File: config.mk
export PLATFORM = sky130hd
export DESIGN_NAME = shot_clock_ctrl
export DESIGN_NICKNAME = d
export VERILOG_FILES = /design/src/rtl/shot_clock_ctrl.sv
export SDC_FILE = /design/constraint.sdc
export NUM_CORES = 1
export LEC_CHECK = 0
export CORE_MARGIN = 1
export CORE_UTILIZATION = 63
export CTS_CLUSTER_SIZE = 8
export DETAILED_ROUTE_END_ITERATION = 6
export GPL_TIMING_DRIVEN = 0
export PLACE_DENSITY = 0.85
export SLEW_MARGIN = 20
export SYNTH_ARGS = -nofsm -noshare
export SYNTH_HDL_FRONTEND = slang
export SYNTH_SLANG_ARGS = --single-unit
File: constraint.sdc
create_clock -name clk -period 4.9 [get_ports clk]
set_input_delay 1.47 -clock clk [delete_from_list [all_inputs] [get_ports clk]]
set_output_delay 1.47 -clock clk [all_outputs]
set_load 0.01 [all_outputs]
File: src/rtl/shot_clock_ctrl.sv
// -----------------------------------------------------------------------------
// shot_clock_ctrl
//
// Control FSM for a basketball shot clock. It turns debounced push-button
// levels into one-cycle request edges and drives an external 5-bit countdown
// counter through reload/pause/mode lines. It also times the expiry horn.
//
// Parameters
//   BUZZ_CYCLES  horn-on duration in clk cycles (default 2 s at 50 MHz)
//
// Ports
//   clk          system clock; all logic is on its rising edge
//   rst          asynchronous active-low reset
//   start_btn    debounced level; each rising edge is a start request
//   stop_btn     debounced level; each rising edge is a stop request
//   reload_btn   debounced level; each rising edge is a reload request
//   mode_sw      0 selects 24 s, 1 selects 30 s (sampled only while idle)
//   count        current value of the external countdown counter
//   ctr_rst      synchronous active-high reload to the counter
//   ctr_pause    counter pause
//   ctr_mode     latched mode to the counter
//   buzzer       horn drive
//   state        FSM state (00 idle, 01 run, 10 pause, 11 expire)
//
// Every output comes straight from a flop, so no input reaches an output
// combinationally.
// -----------------------------------------------------------------------------
module shot_clock_ctrl #(
    parameter int unsigned BUZZ_CYCLES = 100000000
) (
    input  logic       clk,
    input  logic       rst,
    input  logic       start_btn,
    input  logic       stop_btn,
    input  logic       reload_btn,
    input  logic       mode_sw,
    input  logic [4:0] count,
    output logic       ctr_rst,
    output logic       ctr_pause,
    output logic       ctr_mode,
    output logic       buzzer,
    output logic [1:0] state
);

    typedef enum logic [1:0] {
        StIdle   = 2'b00,
        StRun    = 2'b01,
        StPause  = 2'b10,
        StExpire = 2'b11
    } state_e;

    // Terminal timer value; a zero-length buzz degenerates to a single cycle.
    localparam logic [31:0] BuzzLast =
        (BUZZ_CYCLES == 0) ? 32'd0 : 32'(BUZZ_CYCLES - 1);

    // ------------------------------------------------------------------------
    // Button edge detection
    // ------------------------------------------------------------------------
    logic start_prev_q;
    logic stop_prev_q;
    logic reload_prev_q;
    // Low for the first cycle after reset release. This keeps a button that
    // is already held high from looking like a fresh press.
    logic armed_q;

    logic start_edge;
    logic stop_edge;
    logic reload_edge;

    always_ff @(posedge clk or negedge rst) begin
        if (!rst) begin
            start_prev_q  <= 1'b0;
            stop_prev_q   <= 1'b0;
            reload_prev_q <= 1'b0;
            armed_q       <= 1'b0;
        end else begin
            start_prev_q  <= start_btn;
            stop_prev_q   <= stop_btn;
            reload_prev_q <= reload_btn;
            armed_q       <= 1'b1;
        end
    end

    assign start_edge  = armed_q & start_btn  & ~start_prev_q;
    assign stop_edge   = armed_q & stop_btn   & ~stop_prev_q;
    assign reload_edge = armed_q & reload_btn & ~reload_prev_q;

    // ------------------------------------------------------------------------
    // State and registered outputs
    // ------------------------------------------------------------------------
    state_e      state_q, state_d;
    logic        ctr_rst_q, ctr_rst_d;
    logic        ctr_pause_q, ctr_pause_d;
    logic        ctr_mode_q, ctr_mode_d;
    logic        buzzer_q, buzzer_d;
    logic [31:0] timer_q, timer_d;
    logic        reload_pulse;

    always_ff @(posedge clk or negedge rst) begin
        if (!rst) begin
            state_q     <= StIdle;
            ctr_rst_q   <= 1'b1;
            ctr_pause_q <= 1'b1;
            ctr_mode_q  <= 1'b0;
            buzzer_q    <= 1'b0;
            timer_q     <= 32'd0;
        end else begin
            state_q     <= state_d;
            ctr_rst_q   <= ctr_rst_d;
            ctr_pause_q <= ctr_pause_d;
            ctr_mode_q  <= ctr_mode_d;
            buzzer_q    <= buzzer_d;
            timer_q     <= timer_d;
        end
    end

    // Next-state logic
    always_comb begin
        state_d      = state_q;
        reload_pulse = 1'b0;
        case (state_q)
            StIdle: begin
                // A reload here just keeps us idle, so only start matters.
                if (start_edge) begin
                    state_d = StRun;
                end
            end
            StRun: begin
                // Reload beats expiry, and expiry beats stop.
                if (reload_edge) begin
                    reload_pulse = 1'b1;
                end else if (count == 5'd0) begin
                    state_d = StExpire;
                end else if (stop_edge) begin
                    state_d = StPause;
                end
            end
            StPause: begin
                if (reload_edge) begin
                    reload_pulse = 1'b1;
                end
                if (start_edge) begin
                    state_d = StRun;
                end
            end
            StExpire: begin
                if (reload_edge) begin
                    state_d = StIdle;
                end
            end
            default: begin
                state_d = StIdle;
            end
        endcase
    end

    // Output and horn-timer next values, derived from the state being entered
    // so that the flops present them together with the new state.
    always_comb begin
        ctr_rst_d   = (state_d == StIdle) | reload_pulse;
        ctr_pause_d = (state_d != StRun);
        // Mode tracks the switch only while idle and is frozen otherwise.
        ctr_mode_d  = (state_q == StIdle) ? mode_sw : ctr_mode_q;
        timer_d     = timer_q;
        buzzer_d    = 1'b0;
        if (state_d == StExpire) begin
            if (state_q != StExpire) begin
                timer_d  = 32'd0;
                buzzer_d = 1'b1;
            end else if (timer_q == BuzzLast) begin
                // Saturate: the horn stays off for the rest of the expiry.
                buzzer_d = 1'b0;
            end else begin
                timer_d  = timer_q + 32'd1;
                buzzer_d = 1'b1;
            end
        end
    end

    assign state     = state_q;
    assign ctr_rst   = ctr_rst_q;
    assign ctr_pause = ctr_pause_q;
    assign ctr_mode  = ctr_mode_q;
    assign buzzer    = buzzer_q;

endmodule

==> impl_metrics.sql <==
INSERT INTO impl_metrics (metric_group, metric, value, unit) VALUES
('critical_path', 'path_depth', '10', ''),
('layout', 'insertedDiodeCount', '0', ''),
('yosys', 'ys_seq_elements', '42', ''),
('sta', 'max-slew-margin-rel', '63.9', '%'),
('critical_path', 'critical-path-slowest-cell', 'sky130_fd_sc_hd__or4_4', ''),
('pwr', 'int_power', '0.000738', 'W'),
('critical_path', 'cp_data_required_time', '5.12', 'ns'),
('routing', 'route.detailed.vias_per_inst', '6.58', ''),
('pwr', 'pwr-share-clk', '31.7', '%'),
('critical_path', 'path_class', 'input pin to flop', ''),
('critical_path', 'timing.rr.end', 'timer_q[27]$_DFFE_PN0P_', ''),
('critical_path', 'path_delay_family', 'simple AND/OR/NAND/NOR gates', ''),
('floorplan', 'ioPinCount', '17', ''),
('min_path', 'min-delay-start', 'timer_q[7]$_DFFE_PN0P_', ''),
('yosys', 'number_of_warnings_reported_in_the_yosys_synthesis_log', '0', ''),
('sta', 'fmax', '288', 'MHz'),
('global_routing', 'globalRouteOverflowTotal', '0', ''),
('critical_path', 'worstSetupEndpointType', 'flop', ''),
('routing', 'total_routed_wirelength', '5950', 'um'),
('critical_path', 'critPathArrivalTime', '3.68', 'ns'),
('floorplan', 'core_area', '0.00366', 'mm^2'),
('pwr', 'power.combinational.fraction', '26.9', '%'),
('yosys', 'postSynth.asyncResetShare', '100', '%'),
('layout', 'areaGrowthSynthToFinish', '16.1', '%'),
('yosys', 'synthTopCellsByArea', 'sky130_fd_sc_hd__dfrtp_1 42%, sky130_fd_sc_hd__o21ai_0 6.1%, sky130_fd_sc_hd__o31ai_1 4.7%', ''),
('global_routing', 'gr-usage-all-layers', '31.5', '%'),
('sta', 'final-setup-viol-count', '0', ''),
('job', 'max_cap_viol_count', '0', ''),
('global_routing', 'grt_max_degree', '25', ''),
('run_status', 'status', 'finished, final reports clean', ''),
('sta', 'final.setup.tns', '0', 'ns'),
('sta', 'hold_violations', '0', ''),
('yosys', 'synth.distinct_cells', '51', ''),
('pwr', 'net-switching-power', '0.000341', 'W'),
('pwr', 'worst_vdd_drop', '0.263', 'mV'),
('yosys', 'synth-edff-count', '0', ''),
('global_routing', 'antenna_found_initial', '0', ''),
('critical_path', 'r2r_cells', '9', ''),
('clock_tree', 'clock_latency_of_the_later_clocked_register_in_the_worst_skew_pair', '0.31', 'ns'),
('layout', 'final_common_cell', 'sky130_fd_sc_hd__dfrtp_1', ''),
('yosys', 'synth.cell_area', '0.00239', 'mm^2'),
('critical_path', 'start_kind', 'input pin', ''),
('floorplan', 'initial_core_util', '65.3', '%'),
('routing', 'num_vias', '2210', ''),
('clock_tree', 'cts_resized', '0', ''),
('yosys', 'yosys_most_used_dff', 'sky130_fd_sc_hd__dfrtp_1', ''),
('sta', 'max_slew.worst_pin.slew', '0.541', 'ns'),
('pwr', 'p_sw_share', '31.6', '%'),
('critical_path', 'worst_r2r_startpoint', 'timer_q[0]$_DFFE_PN0P_', ''),
('critical_path', 'timing.critical_path.buf_inv', '4', ''),
('floorplan', 'fp.dieArea', '0.00405', 'mm^2'),
('clock_tree', 'post-cts-setup-buffer-count', '0', ''),
('min_path', 'hold-path-endpoint', 'timer_q[7]$_DFFE_PN0P_', ''),
('critical_path', 'cp_cell_sequence', 'clkdlybuf4s50_1 -> or4_4 -> nor4b_2 -> nor3_1 -> clkinv_2 -> nand3_4 -> inv_2 -> nand2_2 -> buf_4 -> o31ai_1', ''),
('yosys', 'syn_nets', '279', ''),
('sta', 'slew_viol_final', '0', ''),
('place', 'number_of_buffers_added_on_ports', '16', ''),
('place', 'detailedPlace.worstSlack', '1.11', 'ns'),
('yosys', 'seq_area_frac_synth', '44.1', '%'),
('critical_path', 'regToRegSetupSlack', '2.24', 'ns'),
('routing', 'detail_route.iter0.violations', '271', ''),
('sta', 'period_minus_slack', '3.47', 'ns'),
('yosys', 'yosysTopAreaCellShare', '41.9', '%'),
('yosys', 'synthDominantAreaCellType', 'sky130_fd_sc_hd__dfrtp_1', ''),
('pwr', 'finalPower', '0.00108', 'W'),
('floorplan', 'die_w', '63.6', 'um'),
('floorplan', 'dieHeight', '63.6', 'um'),
('pwr', 'leakage', '1.11', 'nW'),
('pwr', 'sequentialPowerShare', '41.4', '%'),
('global_routing', 'via_count_of_the_first_global_routing_pass', '2076', ''),
('clock_tree', 'cts_made_buffers', '5', '');
cell usage after synthesis (3+ instances only):
library cell               instances
sky130_fd_sc_hd__or4_1             5
sky130_fd_sc_hd__ha_1              5
sky130_fd_sc_hd__nor2_1           15
sky130_fd_sc_hd__nor4_1            3
sky130_fd_sc_hd__o21a_1            4
sky130_fd_sc_hd__nor3_1            4
sky130_fd_sc_hd__o21ai_0          29
sky130_fd_sc_hd__dfrtp_1          40
sky130_fd_sc_hd__clkbuf_1          6
sky130_fd_sc_hd__nand2_1          28
sky130_fd_sc_hd__and3_1            5
sky130_fd_sc_hd__o41ai_1           6
sky130_fd_sc_hd__o31ai_1          15
sky130_fd_sc_hd__nand2b_1          3
sky130_fd_sc_hd__and4_1            4
sky130_fd_sc_hd__a21oi_1           3
sky130_fd_sc_hd__and2_1            7
sky130_fd_sc_hd__nand3_1          19
sky130_fd_sc_hd__inv_1             6
sky130_fd_sc_hd__a31oi_1           5
sky130_fd_sc_hd__nand3b_1          3
sky130_fd_sc_hd__or3_1             3
sky130_fd_sc_hd__nand4_1           6
cells by family after synthesis:
family	Yosys count	share of synthesized area [%]
buffers and inverters	21	4.03
flip-flops	42	44.1
AO/OA/AOI/OAI	73	19.8
AND/OR/NAND/NOR	120	28.8
multiplexers	1	0.471
other	1	0.157
adder cells (fa/ha/maj)	5	2.62
final cells by class:
type / instances / area (um^2)
Multi-Input combinational cell: 200 / 1240
Timing Repair Buffer: 17 / 183
Sequential cell: 42 / 1050
Inverter: 9 / 35.0
Tap cell: 48 / 60.1
Clock inverter: 2 / 60.1
Fill cell: 257 / 885
Buffer: 12 / 61.3
Clock buffer: 6 / 82.6
worst register-to-register path, delay by kind of cell, from the launching register on:
family                     cells  cell delay [ns]
DFF                            1             0.44
and+or+nand+nor                5             1.48
adders and majority gates      1             0.25
AOI/OAI and AO/OA              1             0.09
buffers and inverters          2             0.29
state kept, by name, summed over array words and instances (netlist names):
register       cells
ctr_rst            1
state              2
reload_prev_q      1
stop_prev_q        1
buzzer             1
ctr_pause          1
armed_q            1
start_prev_q       1
ctr_mode           1
timer_q           32
power groups by stage:
| stage | combinational (W) | sequential [W] | clock (W) |
|---|---|---|---|
| final | 0.000290 | 0.000447 | 0.000342 |
| after detailed placement | 0.000288 | 0.000452 | 0 |
| after floorplan | 0.000172 | 0.000448 | 0 |
| after CTS | 0.000291 | 0.000445 | 0.000346 |
| after global routing | 0.000320 | 0.000454 | 0.000356 |
| after global placement | 0.000273 | 0.000447 | 0 |
worst max-delay path by stage:
| stage | from | end |
|---|---|---|
| after floorplan | count[0] | timer_q[31]$_DFFE_PN0P_ |
| after global placement | count[0] | timer_q[16]$_DFFE_PN0P_ |
| after detailed placement | count[0] | timer_q[16]$_DFFE_PN0P_ |
| after CTS | count[0] | timer_q[16]$_DFFE_PN0P_ |
| after global routing | count[0] | timer_q[15]$_DFFE_PN0P_ |
| final | count[0] | timer_q[16]$_DFFE_PN0P_ |
metrics by stage:
stage / instances / cell area (um^2) / utilization, %
floorplan: 263 / 2390 / -
finish: 336 / 2780 / 75.8
global route: 336 / 2780 / 75.8
CTS: 336 / 2780 / 75.8
detailed placement: 328 / 2630 / 71.9
global placement: 327 / 2610 / 71.3
metal layers:
| layer | track usage, % | part of all wire (%) | wire length, um | vias to the layer above |
|---|---|---|---|---|
| met5 | 0 | 0 | 0 | - |
| met2 | 53.1 | 49 | 2920 | 95 |
| met1 | 39.4 | 42 | 2480 | 1065 |
| met4 | 14.5 | 2.1 | 123 | 0 |
| met3 | 5.07 | 7.1 | 420 | 18 |
| li1 | - | - | - | 1032 |
Note: power is estimated with default switching activity, not from simulation.
==> RTL edit 1 (same flow settings) <==
Put one more register stage on the output `ctr_pause`, with the module's reset. The value now appears one clock later. The other outputs are not delayed to match.
--- a/src/rtl/shot_clock_ctrl.sv
+++ b/src/rtl/shot_clock_ctrl.sv
@@ -181,3 +181,9 @@
     assign ctr_rst   = ctr_rst_q;
-    assign ctr_pause = ctr_pause_q;
+    always_ff @(posedge clk or negedge rst) begin
+        if (!rst) begin
+            ctr_pause <= '0;
+        end else begin
+            ctr_pause <= ctr_pause_q;
+        end
+    end
     assign ctr_mode  = ctr_mode_q;
Behaviour: not the same (a bounded check fails within 4 cycles, from zero or initial values and one cycle with rst low).
==> RTL edit 1 against the original RTL <==
  * Setup slack got worse by 0.033 ns
  * Wire length fell by 2.4%
  * Sequential cell count rose by 1
  * Die area rose by 1.0%
  * Cell area did not move
  * Synthesized area rose by 1.0%
  * Combinational power fell by 2%
  * Power fell by 5.0%
  * Critical path type unchanged
  * Utilization did not move
  * Maximum frequency fell by 0.94%
==> RTL edit 1: results <==
export IMPL_leakage_uw=0.001106
export IMPL_cp_arrival_ns=3.69
export IMPL_synthCells=264
export IMPL_num_vias=2171
export IMPL_ys_seq_area_share_pct=44.64
export IMPL_r2r_end="timer_q[9]"
export IMPL_synthTopCellsByArea="dfrtp_1 42%, o21ai_0 6.0%, o31ai_1 4.7%"
export IMPL_synth_net_count=280
export IMPL_fin_nets=304
export IMPL_dpl_instance_area_um2=2659
export IMPL_wl_met2_um=2763
export IMPL_vdd_drop_max_v=0.0002819
export IMPL_grt_first_pass_wirelength_um=9701
export IMPL_track_usage_pct=31.71
export IMPL_dp_cells=329
export IMPL_whs_path_depth=0
export IMPL_final_area_um2=2776
export IMPL_place_congestion=0.8821
export IMPL_status="complete, no violations"
export IMPL_r2r_slack_ns=2.19
export IMPL_min_to="ctr_pause"
export IMPL_final_cells=337
export IMPL_yosys_top_cells_count="41 x dfrtp_1, 29 x o21ai_0, 28 x nand2_1"
export IMPL_grt_pass1_vias=2051
export IMPL_drt_met1_wl_um=2505
export IMPL_dr_wl_met3_um=407
export IMPL_worst_clock_skew_ns=0.01116
## RTL edit 1: cell types whose count changed in the layout (fill, tap and decap cells not counted)
cell       before  now
bufinv_16       2    1
clkinv_2        1    2
dfrtp_1        40   41
## RTL edit 1: how the worst max path moves through the flow
stage	startpoint	endpoint	slack, ns	cells past startpoint
after CTS	count[0]	timer_q[5]	1.43	10
final	count[0]	timer_q[9]	1.40	10
after floorplan	count[0]	timer_q[31]	1.70	8
after global placement	count[0]	timer_q[5]	1.15	10
after detailed placement	count[0]	timer_q[5]	1.13	10
after global routing	count[0]	timer_q[5]	1.30	10
## RTL edit 1: worst register-to-register path, delay by kind of cell (launching register included)
family / cells / cell delay [ns]
compound gates: 1 / 0.10
fa+ha+maj: 1 / 0.23
buf+inv: 2 / 0.30
flops: 1 / 0.44
simple gates: 5 / 1.52
## RTL edit 1: report_power, final
group	switching, uW	internal (uW)	total (uW)
registers	50.9	407	458
logic	161	124	285
clock network	118	165	283
## RTL edit 1: stage by stage
step,hold slack [ns],total power (uW)
after CTS,0.3956,1029
after global routing,0.3976,1084
final,0.3953,1025
after global placement,0.3807,731.4
after floorplan,0.3793,630.7
after detailed placement,0.3854,747.6
## RTL edit 1: layout make-up
class / instances / area [um2]
buffer: 12 / 61.31
inverter: 9 / 35.03
timing repair buffer: 17 / 182.7
clock inverter: 2 / 35.03
fill: 268 / 884.6
multi-input combinational: 200 / 1241
sequential: 43 / 1079
tap: 48 / 60.06
clock buffer: 6 / 82.58
## RTL edit 1: cell families after synthesis
| family | share of synthesized area [%] |
|---|---|
| adder cells (fa/ha/maj) | 2.589 |
| AND/OR/NAND/NOR | 28.53 |
| AO/OA/AOI/OAI | 19.63 |
| flip-flops | 44.64 |
| multiplexers | 0.4660 |
| buffers and inverters | 3.987 |
| other | 0.1552 |
## RTL edit 1: metal layers
layer	up-vias	track usage [%]
li1	1032	-
met1	1036	42.20
met2	88	48.94
met3	15	7.679
met4	0	14.20
met5	-	0
==> RTL edit 2 (same flow settings) <==
Made on the original files. Set the parameter `BUZZ_CYCLES` to 67108864 (it was 100000000).
--- a/src/rtl/shot_clock_ctrl.sv
+++ b/src/rtl/shot_clock_ctrl.sv
@@ -28,3 +28,3 @@
 module shot_clock_ctrl #(
-    parameter int unsigned BUZZ_CYCLES = 100000000
+    parameter int unsigned BUZZ_CYCLES = 67108864
 ) (
Behaviour: no difference found for any inputs over 10 cycles, from zero or initial values and one cycle with rst low; that may be too few to reach the edited logic, so the function may still have changed.
==> RTL edit 2 against the original RTL <==
  * Hold slack gained 0.0085 ns
  * Power shrank 4.4%
  * Cell area grew 0.32%
  * Synthesized area grew 0.68%
  * Sequential cell count is the same
  * Setup slack lost 0.14 ns
  * Count of clock-buffer cells in the layout is the same
  * Maximum frequency shrank 4.0%
  * Wire length shrank 6.2%
  * Critical path type unchanged
  * Critical endpoint is now timer_q[7]
  * Highest routed layer unchanged
==> RTL edit 2: results <==
export IMPL_synthDistinctLibCells=54
export IMPL_endpoint="timer_q[7]"
export IMPL_swShare_pct=30.33
export IMPL_fin_nets=292
export IMPL_drive_above_1_share_pct=12.27
export IMPL_tritoncts_num_buffers=5
export IMPL_cts_resized=0
export IMPL_dr_wl_met3_um=367
export IMPL_num_vias=2120
export IMPL_cp_arrival_ns=3.80
export IMPL_cp_startpoint="count[0]"
export IMPL_vdd_drop_max_v=0.0002091
export IMPL_status="complete, no violations"
export IMPL_ys_seq_area_share_pct=43.76
export IMPL_portBuffers=16
export IMPL_critPathMaxFanout=8
export IMPL_grt_pass1_vias=1961
export IMPL_drt_wl_total_um=5577
export IMPL_use_met3_pct=6.786
export IMPL_hpwl_um=3815
export IMPL_slew_limit_headroom_pct=63.27
export IMPL_clockPowerShare_pct=33.2
export IMPL_wl_met2_um=2601
export IMPL_async_flop_share_pct=100.0
export IMPL_antenna_found_initial=0
export IMPL_clk_latency_ns=0.30
export IMPL_min_to="timer_q[12]"
export IMPL_clockBufferDepth=2
export IMPL_worst_clock_skew_ns=0.004003
export IMPL_leakage_uw=0.001248
export IMPL_drtIter0Drc=199
export IMPL_wl_per_cell_um=17.16
export IMPL_use_met2_pct=46.41
export IMPL_max_stage_delay_ns=0.40
export IMPL_gr_usage_met1_pct=39.13
export IMPL_track_usage_pct=29.92
export IMPL_powerComb_uw=277
export IMPL_r2r_slack_ns=2.31
export IMPL_cts_max_level=2
export IMPL_synth_net_count=268
export IMPL_r2r_start="state[1]"
export IMPL_grt_first_pass_wirelength_um=9252
export IMPL_synth_edff_count=0
export IMPL_place_congestion=0.8554
export IMPL_synthCells=252
export IMPL_cellPowerDensity_nw_per_um2=370.5
export IMPL_synthTopCellsByArea="dfrtp_1 42%, o21ai_0 5.0%, o31ai_1 3.7%"
export IMPL_drt_met1_wl_um=2473
export IMPL_slowest_stage="clkdlybuf4s50_1"
export IMPL_yosys_top_cells_count="40 x dfrtp_1, 24 x o21ai_0, 19 x nand2_1"
export IMPL_drc=0
export IMPL_dpl_instance_area_um2=2643
export IMPL_grt_max_degree=28
export IMPL_reg2reg_depth=8
export IMPL_hold_start="timer_q[12]"
export IMPL_dp_cells=317
export IMPL_tns_ns=0
export IMPL_postCtsSetupBuffers=0
## RTL edit 2: stage by stage
stage               hold WS, ns  setup slack, ns
floorplan                0.4443            1.887
global placement         0.4706            1.039
detailed placement       0.4721            1.026
CTS                      0.4872            1.331
global route             0.5259            1.124
finish                   0.4927            1.288
## RTL edit 2: final cells by class
| class | instances | area, um2 |
|---|---|---|
| Tap cell | 48 | 60.06 |
| Clock inverter | 2 | 60.06 |
| Fill cell | 250 | 875.8 |
| Inverter | 12 | 45.04 |
| Multi-Input combinational cell | 189 | 1260 |
| Buffer | 9 | 48.80 |
| Sequential cell | 42 | 1054 |
| Clock buffer | 6 | 82.58 |
| Timing Repair Buffer | 17 | 175.2 |
## RTL edit 2: kinds of logic after synthesis
kind of cell    share of synthesized area, %
simple gates                           27.03
compound gates                         21.26
flops                                  43.76
buf+inv                                3.898
fa+ha+maj                              2.599
mux                                    1.299
other cells                           0.1558
